--- config.mk ---
export PLATFORM = sky130hd
export DESIGN_NAME = handshake_initiator_flat
export DESIGN_NICKNAME = d
export VERILOG_FILES = /design/src/rtl/handshake_initiator_pkg.sv /design/src/rtl/handshake_initiator_if.sv /design/src/rtl/handshake_timer.sv /design/src/rtl/handshake_initiator.sv /design/src/flat_wrapper.sv
export SDC_FILE = /design/constraint.sdc
export NUM_CORES = 1
export LEC_CHECK = 0
export ABC_AREA = 1
export BUFFER_PORTS_ARGS = -buffer_cell sky130_fd_sc_hd__buf_2
export CAP_MARGIN = 20
export CORE_MARGIN = 2
export CORE_UTILIZATION = 45
export CTS_BUF_LIST = sky130_fd_sc_hd__clkbuf_4 sky130_fd_sc_hd__clkbuf_8
export DETAILED_ROUTE_END_ITERATION = 10
export HOLD_SLACK_MARGIN = 0.15
export PLACE_DENSITY = 0.7
export SETUP_SLACK_MARGIN = 0.05
export SYNTH_ARGS = -nofsm -noshare
export SYNTH_HDL_FRONTEND = slang
export SYNTH_HIERARCHICAL = 1
export SYNTH_SLANG_ARGS = --single-unit
--- constraint.sdc ---
create_clock -name clk -period 2.5 [get_ports clk]
set_clock_uncertainty 0.05 [all_clocks]
set_input_delay 0.5 -clock clk [delete_from_list [all_inputs] [get_ports clk]]
set_output_delay 0.5 -clock clk [all_outputs]
set_load 0.03 [all_outputs]
--- src/rtl/handshake_initiator_pkg.sv ---
// Shared definitions for the request/accept/done handshake family:
// state encoding, timer width and the default timeout.
package handshake_initiator_pkg;

    localparam int unsigned DEFAULT_TIMEOUT = 16;
    localparam int unsigned TIMER_W         = 8;

    typedef enum logic [1:0] {
        IDLE      = 2'b00,
        REQ       = 2'b01,
        WAIT_DONE = 2'b10,
        ERR       = 2'b11
    } hs_state_e;

endpackage

--- src/rtl/handshake_initiator_if.sv ---
// Upstream job port plus request/accept/done link between an initiator
// (master) and a responder-side user (slave).
interface handshake_initiator_if #(
    parameter int unsigned DATA_W = 8
);
    logic              start_valid;
    logic              start_ready;
    logic [DATA_W-1:0] start_data;
    logic              request;
    logic [DATA_W-1:0] req_data;
    logic              accept;
    logic              done;

    modport master (
        input  start_valid, start_data, accept, done,
        output start_ready, request, req_data
    );

    modport slave (
        output start_valid, start_data, accept, done,
        input  start_ready, request, req_data
    );
endinterface

--- src/rtl/handshake_timer.sv ---
// Per-phase wait counter: clears on request, counts while enabled and
// flags the last permitted cycle (count == TIMEOUT-1).
module handshake_timer
    import handshake_initiator_pkg::*;
#(
    parameter int unsigned TIMEOUT = DEFAULT_TIMEOUT
) (
    input  logic clk,
    input  logic rst,
    input  logic clr_i,
    input  logic en_i,
    output logic expired_c
);

    logic [TIMER_W-1:0] count_q;
    logic [TIMER_W-1:0] count_d;

    always_comb begin
        count_d = count_q;
        if (clr_i) begin
            count_d = '0;
        end else if (en_i) begin
            count_d = count_q + TIMER_W'(1);
        end
    end

    always_ff @(posedge clk) begin
        if (!rst) begin
            count_q <= '0;
        end else begin
            count_q <= count_d;
        end
    end

    assign expired_c = (count_q == TIMER_W'(TIMEOUT - 1));

endmodule

--- src/rtl/handshake_initiator.sv ---
// Requester side of the request/accept/done handshake: one job at a time,
// per-phase timeout abort and a wrapping completed-transaction counter.
module handshake_initiator
    import handshake_initiator_pkg::*;
#(
    parameter int unsigned DATA_W  = 8,
    parameter int unsigned TIMEOUT = DEFAULT_TIMEOUT,
    parameter int unsigned CNT_W   = 8
) (
    input  logic                  clk,
    input  logic                  rst,
    handshake_initiator_if.master hs,
    output logic                  busy,
    output logic                  complete,
    output logic                  timeout_err,
    output logic [CNT_W-1:0]      txn_count
);

    hs_state_e         state_q;
    hs_state_e         state_d;
    logic              timer_clr;
    logic              timer_en;
    logic              timer_expired_c;

    logic [DATA_W-1:0] req_data_q;
    logic [DATA_W-1:0] req_data_d;
    logic              complete_q;
    logic              complete_d;
    logic              timeout_err_q;
    logic              timeout_err_d;
    logic [CNT_W-1:0]  txn_count_q;
    logic [CNT_W-1:0]  txn_count_d;

    handshake_timer #(
        .TIMEOUT (TIMEOUT)
    ) u_timer (
        .clk       (clk),
        .rst       (rst),
        .clr_i     (timer_clr),
        .en_i      (timer_en),
        .expired_c (timer_expired_c)
    );

    always_ff @(posedge clk) begin
        if (!rst) begin
            state_q <= IDLE;
        end else begin
            state_q <= state_d;
        end
    end

    // Events (accept / done) take priority over the timeout on the same cycle.
    always_comb begin
        state_d = state_q;
        unique case (state_q)
            IDLE: begin
                if (hs.start_valid) state_d = REQ;
            end
            REQ: begin
                if (hs.accept)           state_d = WAIT_DONE;
                else if (timer_expired_c) state_d = ERR;
            end
            WAIT_DONE: begin
                if (hs.done)             state_d = IDLE;
                else if (timer_expired_c) state_d = ERR;
            end
            ERR: begin
                state_d = IDLE;
            end
            default: state_d = IDLE;
        endcase
    end

    always_comb begin
        hs.start_ready = (state_q == IDLE);
        hs.request     = (state_q == REQ);
        hs.req_data    = req_data_q;
        busy           = (state_q != IDLE);
        complete       = complete_q;
        timeout_err    = timeout_err_q;
        txn_count      = txn_count_q;

        timer_clr      = (state_d != state_q);
        timer_en       = (state_q == REQ) || (state_q == WAIT_DONE);

        req_data_d     = req_data_q;
        if ((state_q == IDLE) && hs.start_valid) begin
            req_data_d = hs.start_data;
        end
        complete_d     = (state_q == WAIT_DONE) && hs.done;
        timeout_err_d  = (state_d == ERR);
        txn_count_d    = complete_d ? (txn_count_q + CNT_W'(1)) : txn_count_q;
    end

    always_ff @(posedge clk) begin
        if (!rst) begin
            req_data_q    <= '0;
            complete_q    <= 1'b0;
            timeout_err_q <= 1'b0;
            txn_count_q   <= '0;
        end else begin
            req_data_q    <= req_data_d;
            complete_q    <= complete_d;
            timeout_err_q <= timeout_err_d;
            txn_count_q   <= txn_count_d;
        end
    end

endmodule

--- src/flat_wrapper.sv ---
// flat-port wrapper written by rule: the top's interface ports become plain ports
module handshake_initiator_flat import handshake_initiator_pkg::*;
#(
    parameter int unsigned DATA_W  = 8,
    parameter int unsigned TIMEOUT = DEFAULT_TIMEOUT,
    parameter int unsigned CNT_W   = 8
)
  (clk, rst, busy, complete, timeout_err, txn_count, hs_start_valid, hs_start_data, hs_accept, hs_done, hs_start_ready, hs_request, hs_req_data);
  handshake_initiator_if #(.DATA_W(DATA_W)) hs_i ();
  input  logic clk;
  input  logic rst;
  output logic busy;
  output logic complete;
  output logic timeout_err;
  output logic [CNT_W-1:0] txn_count;
  input wire logic [$bits(hs_i.start_valid)-1:0] hs_start_valid;
  input wire logic [$bits(hs_i.start_data)-1:0] hs_start_data;
  input wire logic [$bits(hs_i.accept)-1:0] hs_accept;
  input wire logic [$bits(hs_i.done)-1:0] hs_done;
  output wire logic [$bits(hs_i.start_ready)-1:0] hs_start_ready;
  output wire logic [$bits(hs_i.request)-1:0] hs_request;
  output wire logic [$bits(hs_i.req_data)-1:0] hs_req_data;
  assign hs_i.start_valid = hs_start_valid;
  assign hs_i.start_data = hs_start_data;
  assign hs_i.accept = hs_accept;
  assign hs_i.done = hs_done;
  assign hs_start_ready = hs_i.start_ready;
  assign hs_request = hs_i.request;
  assign hs_req_data = hs_i.req_data;
  handshake_initiator #(.DATA_W(DATA_W), .TIMEOUT(TIMEOUT), .CNT_W(CNT_W)) u_core (.clk(clk), .rst(rst), .hs(hs_i), .busy(busy), .complete(complete), .timeout_err(timeout_err), .txn_count(txn_count));
endmodule
=== Word-level counts from Yosys, hierarchy flattened ===
Cells that the tools add are included.

* Register bits: 28
* Latch bits: 0
* Memory bits (writable): 0
* ROM bits: 0
* Output and inout port bits: 21
* Word-level logic and storage cells: 26
* Memories kept: 0

* Add/subtract/negate cells: 2
* Multipliers: 0
* Div/mod/pow operators: 0
* Magnitude comparators: 0
* Equality and inequality tests: 6
* Shift-type cells: 0
* Multiplexer cells: 5
* Bitwise operators: 1
* Reduce and logical (&&, ||, !) cells: 6

{| class="wikitable"
|+ Operator list
! cell !! count
|-
| adder 8 x 1 -> 8 bit (second input constant) || 2
|-
| equality test 8 x 4 -> 1 bit (second input constant) || 1
|-
| two-way mux 2 bit || 4
|-
| case mux 2 bit (4 select lines) || 1
|-
| equality test 2 bit (second input constant) || 3
|-
| equality test 2 x 1 -> 1 bit (second input constant) || 1
|-
| logical AND 1 bit || 2
|-
| zero test 2 bit || 1
|-
| inequality test 2 bit || 1
|-
| nonzero test 2 bit || 1
|-
| OR reduction 2 bit || 1
|-
| logical OR 1 bit || 1
|-
| NOT 1 bit || 1
|}

=== Logic depth before layout (Yosys ltp) ===
* Depth in word-level cells: 6
* Depth in mapped cells: 13
* Gate-level depth less buffers: 13

=== Modules after synthesis ===
The synthesis kept the hierarchy.

{| class="wikitable"
|+ By module, submodules not included
! module !! instances !! cells each !! area an instance (µm²)
|-
| handshake_initiator || 1 || 122 || 890.9
|-
| handshake_timer || 1 || 52 || 375.4
|}

=== Worst setup path after synthesis ===
OpenSTA, ideal clock, no wires.

* Kind: flip-flop to flip-flop
* Start: register u_core.state_q[0]
* End: register u_core.u_timer.count_q[0]
* Setup time: 70 ps
* Data arrival time: 1937 ps
* Required time: 2380 ps
* Setup slack: 443 ps
* Cell stages (with the launch flop): 12
* Buffers on the path: 0
* Cell sequence: dfxtp_1 inv_1 ha_1 inv_1 nand3_1 nand3_1 nand2_1 inv_1 nand3_1 nor2_1 o21ai_0 a21oi_1

* Elaborated cells between the ends (all ways): 12
* Those cells by class: eq/ne (4); mux (5); reduce/logical (3)

{| class="wikitable"
|+ RTL lines
! what !! line !! RTL
|-
| start: declaration || handshake_initiator.sv:19 || <nowiki>hs_state_e state_q;</nowiki>
|-
| start signal: assignment || handshake_initiator.sv:48 || <nowiki>state_q <= state_d;</nowiki>
|-
| zero test 2 bit || -- ||
|-
| net hs_start_ready || flat_wrapper.sv:20 || <nowiki>output wire logic [$bits(hs_i.start_ready)-1:0] hs_start_ready;</nowiki>
|-
| case mux 2 bit (4 select lines) || handshake_initiator.sv:55 || <nowiki>unique case (state_q)</nowiki>
|-
| inequality test 2 bit || handshake_initiator.sv:83 || <nowiki>timer_clr = (state_d != state_q);</nowiki>
|-
| net u_core.timer_clr || handshake_initiator.sv:21 || <nowiki>logic timer_clr;</nowiki>
|-
| OR reduction 2 bit (no line) || -- ||
|-
| end signal: assignment || handshake_timer.sv:31 || <nowiki>count_q <= count_d;</nowiki>
|-
| end: declaration || handshake_timer.sv:15 || <nowiki>logic [TIMER_W-1:0] count_q;</nowiki>
|}

The timed path passes the listed nets, and every way through them passes these cells.
A chain may end at the register's enable or synchronous reset.

=== Final worst setup path ===
* Start: register u_core.u_timer.count_q[0]
* End: register u_core.u_timer.count_q[0]

* Cells in the longest elaborated chain, start to end: 6
* Elaborated cells between the ends (all ways): 8
* Those cells by class: add/sub (1); eq/ne (2); mux (4); reduce/logical (1)

{| class="wikitable"
|+ Ends and longest elaborated chain
! what !! line !! RTL
|-
| equality test 8 x 4 -> 1 bit (*) || handshake_timer.sv:35 || <nowiki>assign expired_c = (count_q == TIMER_W'(TIMEOUT - 1));</nowiki>
|-
| net u_core.timer_expired_c || handshake_initiator.sv:23 || <nowiki>logic timer_expired_c;</nowiki>
|-
| two-way mux 2 bit (*) || handshake_initiator.sv:61, handshake_initiator.sv:65 ||
|-
| two-way mux 2 bit, on equally long branches || handshake_initiator.sv:64, handshake_initiator.sv:60 ||
|-
| case mux 2 bit (4 select lines) (*) || handshake_initiator.sv:55 ||
|-
| inequality test 2 bit (*) || handshake_initiator.sv:83 ||
|-
| net u_core.timer_clr || handshake_initiator.sv:21 ||
|-
| OR reduction 2 bit (no line) (*) || -- ||
|}

The timed path passes the listed nets; every way through them passes the cells marked *.

==> run metrics <==
gr usage total=0.169; final setup fails=0; Fill cells=270; synthesis warning total=6; CP arrival=2.41 ns; routed len/inst=10.7 µm; 1st-pass router iterations=4; Final min period=2.19 ns; syn avg cell area=7.28 µm²; overall die area=3250 µm²; drt drc=0; Max-slew headroom=0.773; post-layout worst setup margin=0.310 ns; Yosys reg bits=28; Worst Setup Path Type=flop to flop; Antenna Nets Post-Route=0; Placer Congestion=0.771; Syn-to-layout area delta=20.1%; R2R Path Start=u_core/u_timer/count_q[0]$_SDFFE_PP0P_; Starting Density=0.467; final hold viol count=0; cell area after layout=1520 µm²; Final #Nets=229; RSZ-0062 raised after global routing=no; Worst Hold Class=primary input to flop; register area share after synthesis=0.443; Pwr Density=584 nW/µm²; via count=1174; Row Count=19; Syn Nets=192; Tightest Pin Transition=0.337 ns; period utilisation layout=0.876; Fin Hold WS=0.369 ns; maximum clock rate=457 MHz; crit path from=u_core/u_timer/count_q[0]$_SDFFE_PP0P_; Via density=4.87; grt ovf=0; DP Area=1470 µm²; buffer levels on the longest clock path=2; CTS tree=done; Setup TNS=0 ns; CTS Root Cell=clkbuf_4; Max Cap Viol=0; final slew viol count=0; r2r endpoint=u_core/u_timer/count_q[0]$_SDFFE_PP0P_; WL final=2580 µm; Pleak=0.000745 µW; vias in the first global route=1135; Detailed Place HPWL=1990 µm; PortBufs=33; clock tree sinks=28; clk_lat worst skew=0.33 ns; die width=57.0 µm; share of post-route cells with drive strength above 1=0.219; Initial DRC Count=76; Worst setup endpoint=u_core/u_timer/count_q[0]$_SDFFE_PP0P_; pre-CTS WS=0.240 ns; Mapped Area=1270 µm²; Synth Instances=174; crit path max fanout=8; startpoint types=flop; r2r setup slk=0.31 ns; clk slew on worst S/H paths=0.16 ns; reg2reg path depth=13; # diodes=0; CTS Buf Count=3; initial antenna violation count=0; H-tree levels=1; Max rail drop VDD=461 µV; Worst setup EP type=flop; io pins=34; Hold-fix buffers, CTS=0; status=finished, final reports clean; worst path required time=2.72 ns; synth unique cells=21; die height=57.0 µm; final core utilization=0.561; pin count of the biggest net entering global routing=18; CORE AREA=2710 µm²; first-pass GRT wire length=4420 µm
worst max-delay path, cell delays in order (launching register included):
cell	delay (ns)
dfxtp_1	0.41
ha_1	0.21
nand3_1	0.08
nor4_1	0.32
nor2_1	0.07
nand2_1	0.09
nand3_1	0.12
nand3_1	0.09
nand2_1	0.05
inv_1	0.04
nand3_1	0.07
nor2_2	0.26
o21ai_0	0.15
a21oi_1	0.12
Yosys cell counts:
cell      count  area [µm²]
nor2_1       35         131
dfxtp_1      28         561
nand2_1      28         105
inv_1        23        86.3
o21ai_0      16        80.1
a21oi_1      14        70.1
nand3_1       9        45.0
ha_1          5        62.6
nand4_1       3        18.8
nand3_2       2        20.0
a21oi_2       1        8.76
and2_1        1        6.26
clkbuf_2      1        5.00
nand2_2       1        6.26
nor2_2        1        6.26
nor2_4        1        11.3
nor3_4        1        16.3
nor4_1        1        6.26
o21ai_1       1        5.00
or2_2         1        6.26
xor2_1        1        8.76
layout by cell type (no fill, tap or decap):
master and instances:
nand3_1 9, dfxtp_1 28, nand2_1 28, and2_1 1
ha_1 5, inv_1 23, bufinv_16 1, nor4_1 1
xor2_1 1, o21ai_1 1, nor3_4 1, a21oi_1 14
nor2_2 2, a21oi_2 1, nand2_2 1, nand3_2 2
nor2_1 34, clkbuf_4 3, nor2_4 1, o21ai_0 16
nand4_1 3, or2_2 1, buf_2 33
logic make-up (layout without fill, tap and decap cells):
family | count (synthesis) | after routing | share of synthesized area
and+or+nand+nor | 84 | 84 | 0.299
AOI/OAI and AO/OA | 32 | 32 | 0.129
DFF | 28 | 28 | 0.443
buffers and inverters | 24 | 60 | 0.0721
adders and majority gates | 5 | 5 | 0.0494
xor gates and xnor gates | 1 | 1 | 0.00692
layer usage:
layer | share of wire | vias to the layer above | track usage
met1 | 0.46 | 511 | 0.197
met2 | 0.49 | 30 | 0.304
met5 | 0 | - | 0
li1 | - | 631 | -
met4 | 0.0062 | 0 | 0.0731
met3 | 0.045 | 2 | 0.0272
repair_timing:
| item | in CTS | in global routing |
|---|---|---|
| resized for setup | 0 | 1 |
| endpoints found under the hold margin | 0 | 0 |
| setup buffers | 0 | 0 |
| setup endpoints to repair | 0 | 6 |
layout make-up:
class	count	area (µm²)	share of cell area
Clock inverter	1	30.0	0.0198
Tap cell	31	38.8	0.0255
Sequential cell	28	561	0.369
Timing Repair Buffer	33	165	0.109
Multi-Input combinational cell	122	617	0.406
Inverter	23	86.3	0.0568
Clock buffer	3	22.5	0.0148
report_power, final:
part           internal [µW]  switching, µW  leakage, µW
Combinational           38.5           82.7     0.000489
Clock                    162            134    0.0000279
Sequential               462           8.98     0.000228
Total                    662            226     0.000745
stage by stage:
| step | total power (µW) | cells |
|---|---|---|
| 5_1_grt | 924 | 241 |
| 2_1_floorplan | 564 | 174 |
| 4_1_cts | 897 | 241 |
| 6_report | 888 | 241 |
| 3_3_place_gp | 597 | 237 |
| 3_5_place_dp | 601 | 237 |
how the worst min path moves through the flow:
stage | to | slack, ns | from | cells past startpoint
2_1_floorplan | u_core/u_timer/count_q[6]$_SDFFE_PP0P_ | 0.40 | u_core/u_timer/count_q[6]$_SDFFE_PP0P_ | 2
3_3_place_gp | u_core/txn_count[6]$_SDFFE_PN0P_ | 0.41 | u_core/txn_count[6]$_SDFFE_PN0P_ | 2
3_5_place_dp | u_core/hs.req_data[0]$_SDFFE_PN0P_ | 0.42 | u_core/hs.req_data[0]$_SDFFE_PN0P_ | 2
4_1_cts | u_core/hs.req_data[7]$_SDFFE_PN0P_ | 0.35 | hs_start_data[7] | 3
5_1_grt | u_core/hs.req_data[5]$_SDFFE_PN0P_ | 0.39 | hs_start_data[5] | 3
6_report | u_core/hs.req_data[7]$_SDFFE_PN0P_ | 0.37 | hs_start_data[7] | 3
registers in the layout, summed over array words and instances (netlist names):
register,count
u_core/txn_count,8
u_core/complete,1
u_core/state_q,2
u_core/timeout_err,1
u_core/hs.req_data,8
u_core/u_timer/count_q,8
Note: power is estimated with default switching activity, not from simulation.
